File: src/rtl/dnc_write_heads_unit.sv
// dnc_write_heads_unit: multi-head DNC write-head interface processor.
// Per transfer it latches one head's gates/strength (hard-sigmoid / oneplus)
// and then streams W key/erase/write-vector elements with 1-cycle latency.
// Optional macro DNC_WRITE_HEADS_STATUS_EN adds a sticky ERROR output.
module dnc_write_heads_unit #(
    parameter int DATA_SIZE = 32,
    parameter int FRAC_BITS = 16,
    parameter int HEADS     = 4,
    parameter int HEAD_SIZE = (HEADS > 1) ? $clog2(HEADS) : 1
) (
    input  logic                 CLK,
    input  logic                 RST,
    input  logic                 START,
    output logic                 READY,
    input  logic [HEAD_SIZE-1:0] HEAD_IN,
    input  logic [DATA_SIZE-1:0] SIZE_W_IN,
    input  logic [DATA_SIZE-1:0] BETA_IN,
    input  logic [DATA_SIZE-1:0] GA_IN,
    input  logic [DATA_SIZE-1:0] GW_IN,
    input  logic                 VEC_IN_ENABLE,
    input  logic [DATA_SIZE-1:0] K_IN,
    input  logic [DATA_SIZE-1:0] E_IN,
    input  logic [DATA_SIZE-1:0] V_IN,
    output logic                 VEC_OUT_ENABLE,
    output logic [DATA_SIZE-1:0] K_OUT,
    output logic [DATA_SIZE-1:0] E_OUT,
    output logic [DATA_SIZE-1:0] V_OUT,
    output logic [DATA_SIZE-1:0] BETA_OUT,
    output logic [DATA_SIZE-1:0] GA_OUT,
    output logic [DATA_SIZE-1:0] GW_OUT,
    output logic [HEAD_SIZE-1:0] HEAD_OUT,
    output logic [HEADS-1:0]     WRITTEN_OUT,
`ifdef DNC_WRITE_HEADS_STATUS_EN
    input  logic                 CLEAR,
    output logic                 ERROR
`else
    input  logic                 CLEAR
`endif
);

    typedef enum logic [1:0] {IDLE, STREAM, DONE} state_t;

    // One extra bit of headroom so activation intermediates never wrap.
    localparam logic signed [DATA_SIZE:0] ONE_X  =
        {{(DATA_SIZE-FRAC_BITS){1'b0}}, 1'b1, {FRAC_BITS{1'b0}}};
    localparam logic signed [DATA_SIZE:0] HALF_X = ONE_X >>> 1;
    localparam logic signed [DATA_SIZE:0] MAX_X  = {2'b00, {(DATA_SIZE-1){1'b1}}};
    localparam logic [HEAD_SIZE:0]        HEADS_L = (HEAD_SIZE+1)'(HEADS);

    function automatic logic signed [DATA_SIZE:0] hs_raw(input logic [DATA_SIZE-1:0] x);
        return ($signed({x[DATA_SIZE-1], x}) >>> 2) + HALF_X;
    endfunction

    function automatic logic [DATA_SIZE-1:0] hs_clip(input logic signed [DATA_SIZE:0] r);
        if (r[DATA_SIZE])  return '0;
        if (r > ONE_X)     return ONE_X[DATA_SIZE-1:0];
        return r[DATA_SIZE-1:0];
    endfunction

    // Negative strength contributes nothing, so oneplus bottoms out at ONE.
    function automatic logic signed [DATA_SIZE:0] op_raw(input logic [DATA_SIZE-1:0] x);
        if (x[DATA_SIZE-1]) return ONE_X;
        return ONE_X + $signed({1'b0, x});
    endfunction

    function automatic logic [DATA_SIZE-1:0] op_clip(input logic signed [DATA_SIZE:0] r);
        if (r > MAX_X) return MAX_X[DATA_SIZE-1:0];
        return r[DATA_SIZE-1:0];
    endfunction

    logic signed [DATA_SIZE:0] beta_raw, ga_raw, gw_raw, e_raw;
    assign beta_raw = op_raw(BETA_IN);
    assign ga_raw   = hs_raw(GA_IN);
    assign gw_raw   = hs_raw(GW_IN);
    assign e_raw    = hs_raw(E_IN);

    state_t                 state_q, state_d;
    logic [HEAD_SIZE-1:0]   head_q, head_d;
    logic [DATA_SIZE-1:0]   w_q, w_d, cnt_q, cnt_d;
    logic [DATA_SIZE-1:0]   beta_q, beta_d, ga_q, ga_d, gw_q, gw_d;
    logic [DATA_SIZE-1:0]   k_q, k_d, e_q, e_d, v_q, v_d;
    logic                   vld_q, vld_d, ready_q, ready_d;
    logic [HEADS-1:0]       written_q, written_d;
    logic                   head_ok;

    assign head_ok = ({1'b0, HEAD_IN} < HEADS_L);

`ifdef DNC_WRITE_HEADS_STATUS_EN
    logic err_q, err_d, err_set;

    // Sticky status: any protocol misuse or activation clamp raises ERROR.
    always_comb begin
        err_set = 1'b0;
        if (START && (state_q != IDLE || !head_ok))
            err_set = 1'b1;
        if (VEC_IN_ENABLE && state_q != STREAM)
            err_set = 1'b1;
        if (state_q == IDLE && START && head_ok &&
            (beta_raw > MAX_X ||
             ga_raw[DATA_SIZE] || ga_raw > ONE_X ||
             gw_raw[DATA_SIZE] || gw_raw > ONE_X))
            err_set = 1'b1;
        if (state_q == STREAM && VEC_IN_ENABLE && (e_raw[DATA_SIZE] || e_raw > ONE_X))
            err_set = 1'b1;
        err_d = (CLEAR ? 1'b0 : err_q) | err_set;
    end

    assign ERROR = err_q;
`endif

    // Next-state and output-register computation for the transfer FSM.
    always_comb begin
        state_d   = state_q;
        head_d    = head_q;
        w_d       = w_q;
        cnt_d     = cnt_q;
        beta_d    = beta_q;
        ga_d      = ga_q;
        gw_d      = gw_q;
        k_d       = k_q;
        e_d       = e_q;
        v_d       = v_q;
        vld_d     = 1'b0;
        ready_d   = 1'b0;
        written_d = CLEAR ? '0 : written_q;
        case (state_q)
            IDLE: begin
                if (START && head_ok) begin
                    head_d  = HEAD_IN;
                    w_d     = SIZE_W_IN;
                    cnt_d   = '0;
                    beta_d  = op_clip(beta_raw);
                    ga_d    = hs_clip(ga_raw);
                    gw_d    = hs_clip(gw_raw);
                    state_d = (SIZE_W_IN == '0) ? DONE : STREAM;
                end
            end
            STREAM: begin
                if (VEC_IN_ENABLE) begin
                    vld_d = 1'b1;
                    k_d   = K_IN;
                    e_d   = hs_clip(e_raw);
                    v_d   = V_IN;
                    cnt_d = cnt_q + DATA_SIZE'(1);
                    if (cnt_q + DATA_SIZE'(1) == w_q)
                        state_d = DONE;
                end
            end
            DONE: begin
                ready_d = 1'b1;
                state_d = IDLE;
                // A completion set overrides a coincident CLEAR for this head.
                for (int h = 0; h < HEADS; h++)
                    if (head_q == HEAD_SIZE'(h))
                        written_d[h] = 1'b1;
            end
            default: state_d = IDLE;
        endcase
    end

    // State and output registers; reset aborts any transfer in flight.
    always_ff @(posedge CLK or negedge RST) begin
        if (!RST) begin
            state_q   <= IDLE;
            head_q    <= '0;
            w_q       <= '0;
            cnt_q     <= '0;
            beta_q    <= '0;
            ga_q      <= '0;
            gw_q      <= '0;
            k_q       <= '0;
            e_q       <= '0;
            v_q       <= '0;
            vld_q     <= 1'b0;
            ready_q   <= 1'b0;
            written_q <= '0;
`ifdef DNC_WRITE_HEADS_STATUS_EN
            err_q     <= 1'b0;
`endif
        end else begin
            state_q   <= state_d;
            head_q    <= head_d;
            w_q       <= w_d;
            cnt_q     <= cnt_d;
            beta_q    <= beta_d;
            ga_q      <= ga_d;
            gw_q      <= gw_d;
            k_q       <= k_d;
            e_q       <= e_d;
            v_q       <= v_d;
            vld_q     <= vld_d;
            ready_q   <= ready_d;
            written_q <= written_d;
`ifdef DNC_WRITE_HEADS_STATUS_EN
            err_q     <= err_d;
`endif
        end
    end

    assign READY          = ready_q;
    assign VEC_OUT_ENABLE = vld_q;
    assign K_OUT          = k_q;
    assign E_OUT          = e_q;
    assign V_OUT          = v_q;
    assign BETA_OUT       = beta_q;
    assign GA_OUT         = ga_q;
    assign GW_OUT         = gw_q;
    assign HEAD_OUT       = head_q;
    assign WRITTEN_OUT    = written_q;

endmodule

File: config.mk
export PLATFORM = sky130hd
export DESIGN_NAME = dnc_write_heads_unit
export DESIGN_NICKNAME = d
export VERILOG_FILES = /design/src/rtl/dnc_write_heads_unit.sv
export SDC_FILE = /design/constraint.sdc
export NUM_CORES = 1
export LEC_CHECK = 0
export BUFFER_PORTS_ARGS = -buffer_cell sky130_fd_sc_hd__buf_2
export CAP_MARGIN = 20
export CORE_MARGIN = 1.5
export CORE_UTILIZATION = 43
export DETAILED_ROUTE_END_ITERATION = 16
export GPL_ROUTABILITY_DRIVEN = 0
export GPL_TIMING_DRIVEN = 0
export PLACE_DENSITY = 0.71
export SLEW_MARGIN = 30
export SYNTH_ARGS = -nofsm -noshare
export SYNTH_HDL_FRONTEND = slang
export SYNTH_SLANG_ARGS = --single-unit
File: constraint.sdc
create_clock -name CLK -period 2.83 [get_ports CLK]
set_input_delay 0.566 -clock CLK [delete_from_list [all_inputs] [get_ports CLK]]
set_output_delay 0.566 -clock CLK [all_outputs]
set_load 0.05 [all_outputs]
## Word level (Yosys, flattened, before mapping)

Index checks and enable logic that the tools add are counted.

| storage, ports and cells | value |
|---|---|
| bits in registers | 266 |
| input port bits | 231 |
| output and inout port bits | 200 |
| word-level logic and storage cells | 97 |

| operators by class | value |
|---|---|
| multiplexer cells | 58 |
| $add $sub $neg | 5 |
| equal/unequal tests | 9 |
| reductions and logical operators | 8 |
| $lt $le $gt $ge | 4 |

Operators by type and width:

| operator | count |
|---|---|
| $mux 32 | 16 |
| $add 30x17->31 const B | 3 |
| $gt 31x18->1 const B | 3 |
| $mux 33 | 2 |
| $pmux 32 s2 | 1 |
| $add 17x32->33 const A | 1 |
| $gt 33x32->1 const B | 1 |
| $add 32x1->32 const B | 1 |
| $eq 32x32->1 | 1 |
| $logic_not 32->1 | 1 |
| $mux 1 | 32 |
| $mux 2 | 4 |
| $mux 4 | 2 |
| $eq 2x2->1 const B | 3 |
| $ne 2x2->1 const B | 3 |
| $reduce_and 3->1 | 2 |
| $eq 2x1->1 const B | 2 |
| $logic_not 2->1 | 2 |
| $pmux 2 s2 | 1 |
| $reduce_and 2->1 | 2 |
| $reduce_bool 2->1 | 1 |

## Logic depth before layout (Yosys ltp)

Gate-level depths: netlist of the first run.

| logic depth | value |
|---|---|
| word-level depth | 9 |
| mapped depth | 11 |

## Worst setup path after synthesis of the first run

No wires, ideal clock.

| timing | value |
|---|---|
| path type | reg-to-reg |
| start point | reg cnt_q[0] |
| end point | reg state_q[0] |
| cell stages (with the launch flop) | 10 |
| period minus slack after synthesis | 2402 ps |
| setup time | 130 ps |
| slack | 428 ps |
| data arrival time | 2271 ps |
| cell sequence | dfrtp_1 > ha_1 > buf_2 > nand4_4 > nor4_1 > a31oi_1 > or3_1 > nor4_2 > a21o_1 > o21ai_1 |

| between the ends | value |
|---|---|
| word-level cells in the longest chain between the ends | 4 |

Ends and longest elaborated chain:

| what | line | source |
|---|---|---|
| start: declaration | 79 | `logic [DATA_SIZE-1:0] w_q, w_d, cnt_q, cnt_d;` |
| start signal: assignment | 184 | `cnt_q <= cnt_d;` |
| $add 32x1->32 | 145 | `if (cnt_q + DATA_SIZE'(1) == w_q)` |
| $eq 32x32->1 | 145 |  |
| $ne 2x2->1 (no source line) | n/a |  |
| $reduce_and 3->1 (no source line) | n/a |  |
| end signal: assignment | 181 | `state_q <= state_d;` |
| end: declaration | 77 | `state_t state_q, state_d;` |

Every way passes these cells.
A chain may end at the register's enable or synchronous reset.

## Final worst setup path of the first run

| timing | value |
|---|---|
| start point | reg cnt_q[2] |
| end point | reg state_q[0] |

The elaborated chain is that of the path after synthesis.

==> results of run 1 <==
[layout make-up]
type | count | area [um^2] | share of cell area (%)
inverters | 20 | 75.1 | 0.474
clock inverters | 17 | 305 | 1.93
multi-input cells | 896 | 5130 | 32.4
well taps | 378 | 473 | 2.98
plain buffers | 75 | 360 | 2.27
repair buffers | 422 | 2190 | 13.8
flip-flops and latches | 260 | 6510 | 41.0
clock buffers | 35 | 798 | 5.04
diodes | 3 | 7.51 | 0.0474
[per-stage QoR]
stage | area (um^2) | worst slack (ps) | utilization (%) | power [mW] | TNS, ps
3_3_place_gp | 14600 | -3550 | 52.8 | 10.1 | -920220
6_report | 15900 | 122 | 57.4 | 14.5 | 0
3_5_place_dp | 14700 | -172 | 53.2 | 10.2 | -7360
4_1_cts | 15800 | 7.74 | 57.2 | 14.6 | 0
5_1_grt | 15900 | -0.406 | 57.4 | 15.2 | -0.406
2_1_floorplan | 12000 | 428 | - | 8.71 | 0
[cell usage in the layout (no fill, tap or decap), types with 4 or more instances in the layout]
cell type,Yosys,layout
or2_2,4,4
xnor2_1,44,44
dfrtp_1,260,259
buf_2,6,423
clkbuf_16,0,29
o21ai_0,45,45
and3_1,10,10
nand2_1,352,352
xor2_1,16,16
nor4_1,21,19
nor4_2,3,4
or3_1,9,9
nand3_1,27,27
o41ai_1,5,5
ha_1,5,5
a21oi_1,25,25
nand4_1,27,27
o32ai_1,4,4
nor2b_1,24,24
a22o_1,48,48
nor2_1,39,38
conb_1,1,6
o22a_1,30,30
nor3_1,18,18
a31oi_1,14,14
buf_4,10,10
and2_1,44,44
o31ai_1,20,20
bufinv_16,0,8
clkbuf_1,53,51
inv_1,20,20
buf_6,4,4
o22ai_1,4,4
clkbuf_8,0,5
[flip-flops by register name (all words and copies together), names as in the netlist]
register	flops
K_OUT	32
V_OUT	32
GW_OUT	30
WRITTEN_OUT	4
GA_OUT	30
state_q	2
VEC_OUT_ENABLE	1
READY	1
cnt_q	32
E_OUT	30
w_q	32
BETA_OUT	32
HEAD_OUT	2
[timing repair]
| action | 4_1_cts | 5_1_grt |
|---|---|---|
| endpoints found under the hold margin | 62 | 0 |
| gates resized for setup | 2 | 10 |
| cloned | 0 | 1 |
| hold buffers | 1 | 0 |
| setup endpoints to repair | 2 | 64 |
| pin swaps | 0 | 1 |
[where the power goes]
part	total, mW	leakage [nW]	switching (mW)	internal [mW]
clock network	4.32	0.537	1.58	2.74
registers	4.99	3.39	0.492	4.50
logic	5.20	4.23	3.76	1.44
total	14.5	8.15	5.84	8.68
[metal layers]
metal / GRT usage [%] / part of all wire, % / vias to the layer above
met5: 0 / 0 / -
li1: - / - / 5222
met4: 6.89 / 2.4 / 0
met1: 29.4 / 41 / 5173
met3: 5.19 / 7.6 / 61
met2: 42.4 / 49 / 422
[worst max-delay path, cell delays in order, from the launching register on]
cell,delay [ps]
dfrtp_1,340
buf_6,140
nand3_1,260
nor2_2,450
nand3_1,190
xnor2_1,170
or4_4,520
nor4_4,300
a21o_1,150
o21ai_1,60
[logic make-up after synthesis]
logic type / synth area share, %
AOI/OAI and AO/OA: 12.7
muxes: 0.365
xor gates and xnor gates: 4.37
DFF: 54.2
other: 0.0312
adders and majority gates: 0.521
and+or+nand+nor: 24.3
buffers and inverters: 3.59
[final timing paths]
kind | startpoint | end | slack, ps | cells past startpoint
max | cnt_q[2] | state_q[0] | 120 | 9
min | K_IN[19] | K_OUT[19] | 210 | 3
max reg2reg | cnt_q[2] | state_q[0] | 120 | 9
min reg2reg | K_OUT[4] | K_OUT[4] | 470 | 2
max in group asynchronous | RST | GA_OUT[12] | 1120 | 4
min in group asynchronous | RST | E_OUT[7] | 570 | 2
==> qor.csv, run 1 <==
stage,metric,value,unit
yosys,synth-edff-count,0,
yosys,synthTopCellsByCount,"nand2_1, dfrtp_1, clkbuf_1",
floorplanning,pin_count,431,
sta,fin_hold_ws,212,ps
floorplanning,core,27600,um^2
finish,fillers,2460,
grt,grt_usage,24.0,%
setup_path,worstSetupStartpointType,flop,
clock_tree,clk_pin_slew,70,ps
detailed_routing,avgRoutedWirePerCell,16.9,um
power_and_ir_drop,power.density,916,nW/um^2
floorplanning,die_width,170,um
run_status,status,finished clean,
grt,grt_first_pass_wirelength,55400,um
sta,maxSlewHeadroom,39.7,%
sta,clock_skew,31.6,ps
yosys,ys_seq_area_share,54.2,%
place,dpl.hpwl,26500,um
sta,tightest_slew,905,ps
setup_path,required,3250,ps
finish,finalNetCount,1939,
clock_tree,htree_levels,1,
clock_tree,cts_buffer_depth,3,
detailed_routing,drt_pass1_iterations,5,
detailed_routing,wl,35500,um
worst_hold_path,hold_path_class,input pin to flop,
sta,finalSetupViolCount,0,
yosys,syn_area,12000,um^2
setup_path,endpoint_kind,flop,
finish,drive_above_1_share,30.6,%
clock_tree,cts_inserted_buffers,28,
yosys,synthTopCellsByArea,"dfrtp_1, nand2_1, a22o_1, xnor2_1, and2_1",
finish,syn2layout_area_growth,32.0,%
detailed_routing,first_iter_violations,647,
floorplanning,die_area,28900,um^2
floorplanning,start_util,43.5,%
sta,clock.fmax,0.369,GHz
sta,drv_slew,0,
yosys,ys_types,64,
setup_path,critPathKind,flop to flop,
detailed_routing,detail-route-antenna-nets,0,
floorplanning,rows,61,
power_and_ir_drop,power_leakage,8.15,nW
power_and_ir_drop,peakVddDrop,1.02,mV
clock_tree,cts_tree,done,
floorplanning,fp.dieH,170,um
yosys,ys_ff_latch,260,
clock_tree,cts_sinks,260,
grt,grt_pass1_vias,10700,
yosys,syn_avg_cell_area,9.65,um^2
yosys,yosysWarnings,0,
finish,final_cells,2106,
detailed_routing,drc,0,
yosys,yosysTopAreaCellShare,54.2,%
grt,grt-ovfl-total,0,
yosys,ys.flop_type,dfrtp_1,
sta,post-route-period-util,95.7,%
setup_path,cp.arrival,3130,ps
grt,antenna_found_initial,3,
sta,finalHoldViolCount,0,
place,place_inst,2049,
yosys,synthArstFlopShare,100,%
setup_path,critPathMaxFanout,10,
job,max-cap-violations,0,
clock_tree,cts_setup_buffers,0,
clock_tree,clock_latency,550,ps
sta,layout_min_cycle_time,2710,ps
detailed_routing,via_per_inst,5.17,
clock_tree,clockRootBuffer,clkbuf_16,
detailed_routing,num_vias,10900,
yosys,syn_inst,1245,
yosys,synth_top_area_cell,dfrtp_1,
grt,grt_max_degree,82,
yosys,synthMostInstantiatedCell,nand2_1,
place,io_buffers,418,
Power figures use the tool's default switching activity.
==> run 2: changes to the inputs <==
--- a/config.mk
+++ b/config.mk
@@ -12,7 +12,9 @@
 export DETAILED_ROUTE_END_ITERATION = 16
 export GPL_ROUTABILITY_DRIVEN = 0
 export GPL_TIMING_DRIVEN = 0
+export HOLD_SLACK_MARGIN = 0.06
 export PLACE_DENSITY = 0.71
+export REMOVE_ABC_BUFFERS = 1
 export SLEW_MARGIN = 30
 export SYNTH_ARGS = -nofsm -noshare
 export SYNTH_HDL_FRONTEND = slang
==> run 2 against run 1 <==
Effect of this change:
- combinational power shrank 2%
- fmax shrank 0.24%
- first-iteration DRC count grew 6.3%
- largest power group unchanged
==> qor.csv, run 2 (synthesized netlist as in run 1, its figures left out) <==
stage,metric,value,unit,change
setup_path,max_stage_delay,500,ps,-20 ps
power_and_ir_drop,switching_share,40.1,%,-0.089 points
grt,grt_first_pass_wirelength,51800,um,-6.5%
floorplanning,pin_count,431,,unchanged
finish,fillers,2405,,-2.2%
power_and_ir_drop,peakVddDrop,0.603,mV,-41%
finish,layout_commonest_cell,buf_2,,
detailed_routing,drt_pass1_iterations,5,,unchanged
clock_tree,cts_sinks,260,,unchanged
detailed_routing,drc,0,,unchanged
grt,grt_max_degree,77,,-6.1%
sta,finalSetupViolCount,0,,unchanged
finish,multiInputGateArea,5170,um^2,+0.68%
power_and_ir_drop,power_leakage,8.00,nW,-1.8%
finish,layout_common_cells,"buf_2, nand2_1, dfrtp_1, a22o_1, o21ai_0",,
sta,maxSlewHeadroom,57.7,%,+18 points
detailed_routing,via_per_inst,5.21,,+0.88%
finish,syn2layout_area_growth,29.9,%,
sta,finalHoldViolCount,0,,unchanged
finish,fin_util,56.5,%,-0.91 points
setup_path,critPathMaxFanout,10,,unchanged
clock_tree,clk_pin_slew,60,ps,about the same
grt,antenna_found_initial,3,,unchanged
detailed_routing,num_vias,10600,,-2.2%
worst_hold_path,hold_path_class,input pin to flop,,
detailed_routing,avgRoutedWirePerCell,16.1,um,-4.6%
floorplanning,die_area,28900,um^2,unchanged
clock_tree,clock_latency,540,ps,about the same
power_and_ir_drop,clock_power_share,27.8,%,-2.0 points
finish,drive_above_1_share,31.2,%,+0.64 points
sta,drv_slew,0,,unchanged
sta,clock.fmax,0.368,GHz,-0.24%
floorplanning,die_width,170,um,unchanged
sta,post-route-period-util,95.9,%,+0.23 points
power_and_ir_drop,p_switching,5.62,mW,-3.8%
place,dpl.hpwl,23900,um,-9.7%
sta,tightest_slew,628,ps,-277 ps
power_and_ir_drop,comb_power_share,36.4,%,+0.6 points
run_status,status,finished clean,,
setup_path,worstPathCellList,"and3_4, nand3_1, nor4bb_1, a311oi_1, or4_1, nor4_2, a21o_1, o21ai_1",,
clock_tree,clockRootBuffer,clkbuf_16,,
finish,register_area,6510,um^2,about the same
detailed_routing,first_iter_violations,688,,+6.3%
setup_path,cp.arrival,3130,ps,about the same
setup_path,slowest_stage,or4_1,,
floorplanning,rows,61,,unchanged
setup_path,worstSetupStartpointType,flop,,
finish,finalNetCount,1876,,-3.2%
place,pre_cts_ws,-284,ps,-112 ps
detailed_routing,detail-route-antenna-nets,0,,unchanged
clock_tree,cts_inserted_buffers,29,,+3.6%
floorplanning,fp.dieH,170,um,unchanged
grt,grt_pass1_vias,10200,,-5.3%
power_and_ir_drop,power_frac_seq,35.8,%,+1.4 points
grt,grt-ovfl-total,0,,unchanged
power_and_ir_drop,power.density,897,nW/um^2,-2.0%
sta,timing.final.ws_setup,115,ps,-6.60 ps
detailed_routing,wl,32900,um,-7.5%
place,io_buffers,418,,unchanged
floorplanning,start_util,43.5,%,unchanged
clock_tree,cts_buffer_depth,3,,unchanged
sta,clock_skew,14.4,ps,-17.2 ps
sta,layout_min_cycle_time,2710,ps,+6.60 ps
setup_path,required,3250,ps,about the same
floorplanning,core,27600,um^2,unchanged
power_and_ir_drop,internal-power,8.38,mW,-3.4%
setup_path,endpoint_kind,flop,,
job,max-cap-violations,0,,unchanged
clock_tree,htree_levels,1,,unchanged
setup_path,critPathKind,flop to flop,,
clock_tree,cts_tree,done,,
grt,grt_usage,22.0,%,-1.9 points
## run 2: cell count changes in the layout (fill, tap and decap cells not counted), sizes merged
| cell | previous run | this run |
|---|---|---|
| buf | 443 | 433 |
| inv | 23 | 20 |
| clkbuf | 88 | 46 |
| bufinv | 8 | 3 |
| nor3 | 21 | 20 |
| clkinv | 4 | 1 |
## run 2: worst paths after layout
path,from,endpoint,slack (ps),cells after the start
max in group asynchronous,RST,K_OUT[0],1230,4
worst max-delay path,cnt_q[2],state_q[0],120,8
worst min-delay path,K_IN[1],K_OUT[1],220,3
worst min register to register,GA_OUT[16],GA_OUT[16],470,2
worst max register to register,cnt_q[2],state_q[0],120,8
min in group asynchronous,RST,E_OUT[19],560,2
## run 2: critical path, delay by kind of cell, from the launching register on
kind,cells,cell delay (ps)
DFF,1,480
AOI/OAI and AO/OA,3,310
and+or+nand+nor,5,1810
## run 2: power groups by stage
stage	Combinational [mW]	Clock [mW]	Sequential [mW]
2_1_floorplan	1.68	0	6.94
3_3_place_gp	4.94	0	5.03
3_5_place_dp	5.09	0	5.07
4_1_cts	5.11	3.97	5.01
5_1_grt	5.49	4.13	5.11
6_report	5.10	3.89	5.01
## run 2: final cells by class
cell class              instances  area share [%]
flip-flops and latches        260            41.7
multi-input cells             895            33.1
repair buffers                434            15.2
clock buffers                  46            5.70
well taps                     378            3.03
clock inverters                 6           0.706
inverters                      20           0.497
diodes                          3          0.0481
## run 2: layer usage
metal  wire length [um]  share of wire (%)  track usage [%]  vias up
li1                   -                  -                -     5106
met1              13300                 41             26.6     5083
met2              16500                 50             39.3      399
met3               2340                7.1             4.56       52
met4                713                2.2             7.04        0
met5                  0                  0                0        -
## run 2: per-stage QoR
step                       TNS, ps  std cells  hold slack, ps  total power [mW]  instance area (um^2)
after CTS                        0       2036             198              14.1                 15500
after floorplan            -145050       1175             270              8.62                 11700
final                            0       2042             220              14.0                 15600
after global routing         -94.0       2042             201              14.7                 15600
after detailed placement      -866       1983             457              10.2                 14500
after global placement    -1420690       1971             453              9.97                 14200
## run 2: timing repair
item,CTS,global route
setup endpoints to repair,2,2
pin swaps,0,2
resized for setup,6,6
hold buffers,1,0
hold endpoints to repair,54,0
setup buffers,0,3
==> run 3: changes to the inputs <==
--- a/config.mk
+++ b/config.mk
@@ -14,6 +14,7 @@
 export GPL_TIMING_DRIVEN = 0
 export HOLD_SLACK_MARGIN = 0.06
 export PLACE_DENSITY = 0.71
+export RECOVER_POWER = 25
 export REMOVE_ABC_BUFFERS = 1
 export SLEW_MARGIN = 30
 export SYNTH_ARGS = -nofsm -noshare
==> run 3 against run 2 <==
Effect of this change:
- the run now ends with capacitance limit, slew limit left
- final cell count unchanged
- wire length fell by 0.29%
- clock skew is essentially flat
- critical path type unchanged
- sequential share of layout area increased by 0.070 points
- global-route usage unchanged
==> qor.csv, run 3 (synthesized netlist as in run 1, its figures left out) <==
stage,metric,value,unit,change
detailed_routing,wl_met2,16500,um,about the same
detailed_routing,wl,32800,um,-0.29%
worst_hold_path,hold_path_class,input pin to flop,,
run_status,violations,"capacitance limit, slew limit",,
power_and_ir_drop,power_frac_seq,35.8,%,about the same
detailed_routing,num_vias,10700,,+0.19%
sta,drv_slew,56,,+56
setup_path,worstSetupStartpointType,flop,,
sta,tightest_slew,1520,ps,+894 ps
power_and_ir_drop,clock_power_share,27.8,%,about the same
detailed_routing,drc,0,,unchanged
setup_path,critPathMaxFanout,9,,-1
clock_tree,cts_tree,done,,
clock_tree,htree_levels,1,,unchanged
sta,clock.fmax,0.365,GHz,-0.78%
place,pre_cts_ws,-284,ps,unchanged
power_and_ir_drop,comb_power_share,36.4,%,about the same
finish,layout_commonest_cell,buf_2,,
sta,post-route-period-util,96.7,%,+0.75 points
power_and_ir_drop,internal-power,8.38,mW,about the same
clock_tree,cts_sinks,260,,unchanged
power_and_ir_drop,power.density,898,nW/um^2,about the same
grt,antenna_found_initial,3,,unchanged
setup_path,endpoint_kind,flop,,
sta,layout_min_cycle_time,2740,ps,+21.3 ps
detailed_routing,detail-route-antenna-nets,0,,unchanged
floorplanning,core,27600,um^2,unchanged
floorplanning,start_util,43.5,%,unchanged
clock_tree,cts_buffer_depth,3,,unchanged
power_and_ir_drop,power.total,14.0,mW,-0.11%
finish,multiInputGateArea,5170,um^2,unchanged
finish,layout_common_cells,"buf_2, nand2_1, dfrtp_1, a22o_1, o21ai_0",,
sta,finalSetupViolCount,0,,unchanged
detailed_routing,wl_met3,2340,um,about the same
finish,syn2layout_area_growth,29.7,%,
sta,clock_skew,14.2,ps,-0.153 ps
grt,grt_first_pass_wirelength,51800,um,unchanged
grt,grt_pass1_vias,10200,,unchanged
finish,fin_area,15600,um^2,-0.17%
clock_tree,clock_latency,540,ps,about the same
detailed_routing,via_per_inst,5.22,,+0.19%
detailed_routing,first_iter_violations,676,,-1.7%
setup_path,cp.arrival,3160,ps,+30 ps
clock_tree,clk_pin_slew,60,ps,about the same
power_and_ir_drop,p_switching,5.60,mW,-0.20%
job,max-cap-violations,1,,+1
finish,register_area,6510,um^2,unchanged
detailed_routing,drt_pass1_iterations,5,,unchanged
power_and_ir_drop,switching_share,40.1,%,about the same
grt,grt_usage,22.0,%,unchanged
finish,drive_above_1_share,31.2,%,unchanged
detailed_routing,met1_length,13200,um,-0.75%
detailed_routing,avgRoutedWirePerCell,16.1,um,-0.29%
floorplanning,fp.dieH,170,um,unchanged
clock_tree,clockRootBuffer,clkbuf_16,,
detailed_routing,maxUsedRoutingLayer,met4,,
sta,maxSlewHeadroom,-1.47,%,-59 points
finish,finalNetCount,1876,,unchanged
place,dpl.hpwl,23900,um,unchanged
finish,fillers,2407,,+0.083%
setup_path,critPathKind,flop to flop,,
place,io_buffers,418,,unchanged
sta,timing.final.ws_setup,93.9,ps,-21.3 ps
power_and_ir_drop,power_leakage,7.99,nW,-0.14%
grt,grt_max_degree,77,,unchanged
floorplanning,die_width,170,um,unchanged
floorplanning,rows,61,,unchanged
finish,final_cells,2042,,unchanged
place,placed_area,14500,um^2,unchanged
clock_tree,cts_inserted_buffers,29,,unchanged
sta,finalHoldViolCount,0,,unchanged
setup_path,required,3250,ps,about the same
floorplanning,pin_count,431,,unchanged
power_and_ir_drop,peakVddDrop,0.603,mV,about the same
run_status,status,finished with violations,,
floorplanning,die_area,28900,um^2,unchanged
place,place_inst,1983,,unchanged
sta,tns,0,ps,unchanged
grt,grt-ovfl-total,0,,unchanged
## run 3: cell count changes in the layout (fill, tap and decap cells not counted)
cell / change
and2_0: +1
and2_1: -1
buf_16: -1
buf_6: +1
buf_8: -1
clkbuf_2: +1
## run 3: cell type report
class,instances,area share (%)
Antenna cell,3,0.0482
Timing Repair Buffer,434,15.0
Inverter,20,0.498
Sequential cell,260,41.8
Tap cell,378,3.04
Clock buffer,46,5.71
Clock inverter,6,0.707
Multi-Input combinational cell,895,33.2
## run 3: power by group through the flow
| stage | combinational (mW) | sequential [mW] | clock, mW |
|---|---|---|---|
| floorplan | 1.68 | 6.94 | 0 |
| global placement | 4.94 | 5.03 | 0 |
| detailed placement | 5.09 | 5.07 | 0 |
| CTS | 5.11 | 5.01 | 3.97 |
| global route | 5.49 | 5.11 | 4.13 |
| finish | 5.09 | 5.01 | 3.88 |
## run 3: per-layer routing
metal,track usage [%],vias up
li1,-,5099
met1,26.6,5095
met2,39.3,414
met3,4.56,52
met4,7.04,0
met5,0,-
## run 3: critical path, cell delays in order, from the launching register on
cell     delay (ps)
dfrtp_1         520
nand2_1         160
nor4_1          560
nand2_1         230
xnor2_1         210
nand4_1         200
nor4_2          490
a21o_1          180
o21ai_1          60
## run 3: path summary, 6_finish.rpt
path | from | cells after the start | to | slack (ps)
max in group asynchronous | RST | 3 | GW_OUT[19] | 470
setup reg to reg | cnt_q[6] | 8 | state_q[0] | 90
min in group asynchronous | RST | 2 | E_OUT[19] | 940
hold / removal | K_IN[19] | 3 | K_OUT[19] | 220
hold reg to reg | GA_OUT[16] | 2 | GA_OUT[16] | 470
setup / recovery | cnt_q[6] | 8 | state_q[0] | 90
## run 3: timing repair
action | CTS | global route
resized for setup | 6 | 6
endpoints found under the hold margin | 54 | 0
hold buffers | 1 | 0
gates cloned | 0 | 0
pin swaps | 0 | 2
endpoints found under the setup margin | 2 | 2
buffers inserted | 0 | 3
## run 3: per-stage QoR
| stage | hold slack [ps] | utilization, % |
|---|---|---|
| 2_1_floorplan | 270 | - |
| 3_3_place_gp | 453 | 51.5 |
| 3_5_place_dp | 457 | 52.5 |
| 4_1_cts | 198 | 56.3 |
| 5_1_grt | 201 | 56.4 |
| 6_report | 220 | 56.4 |
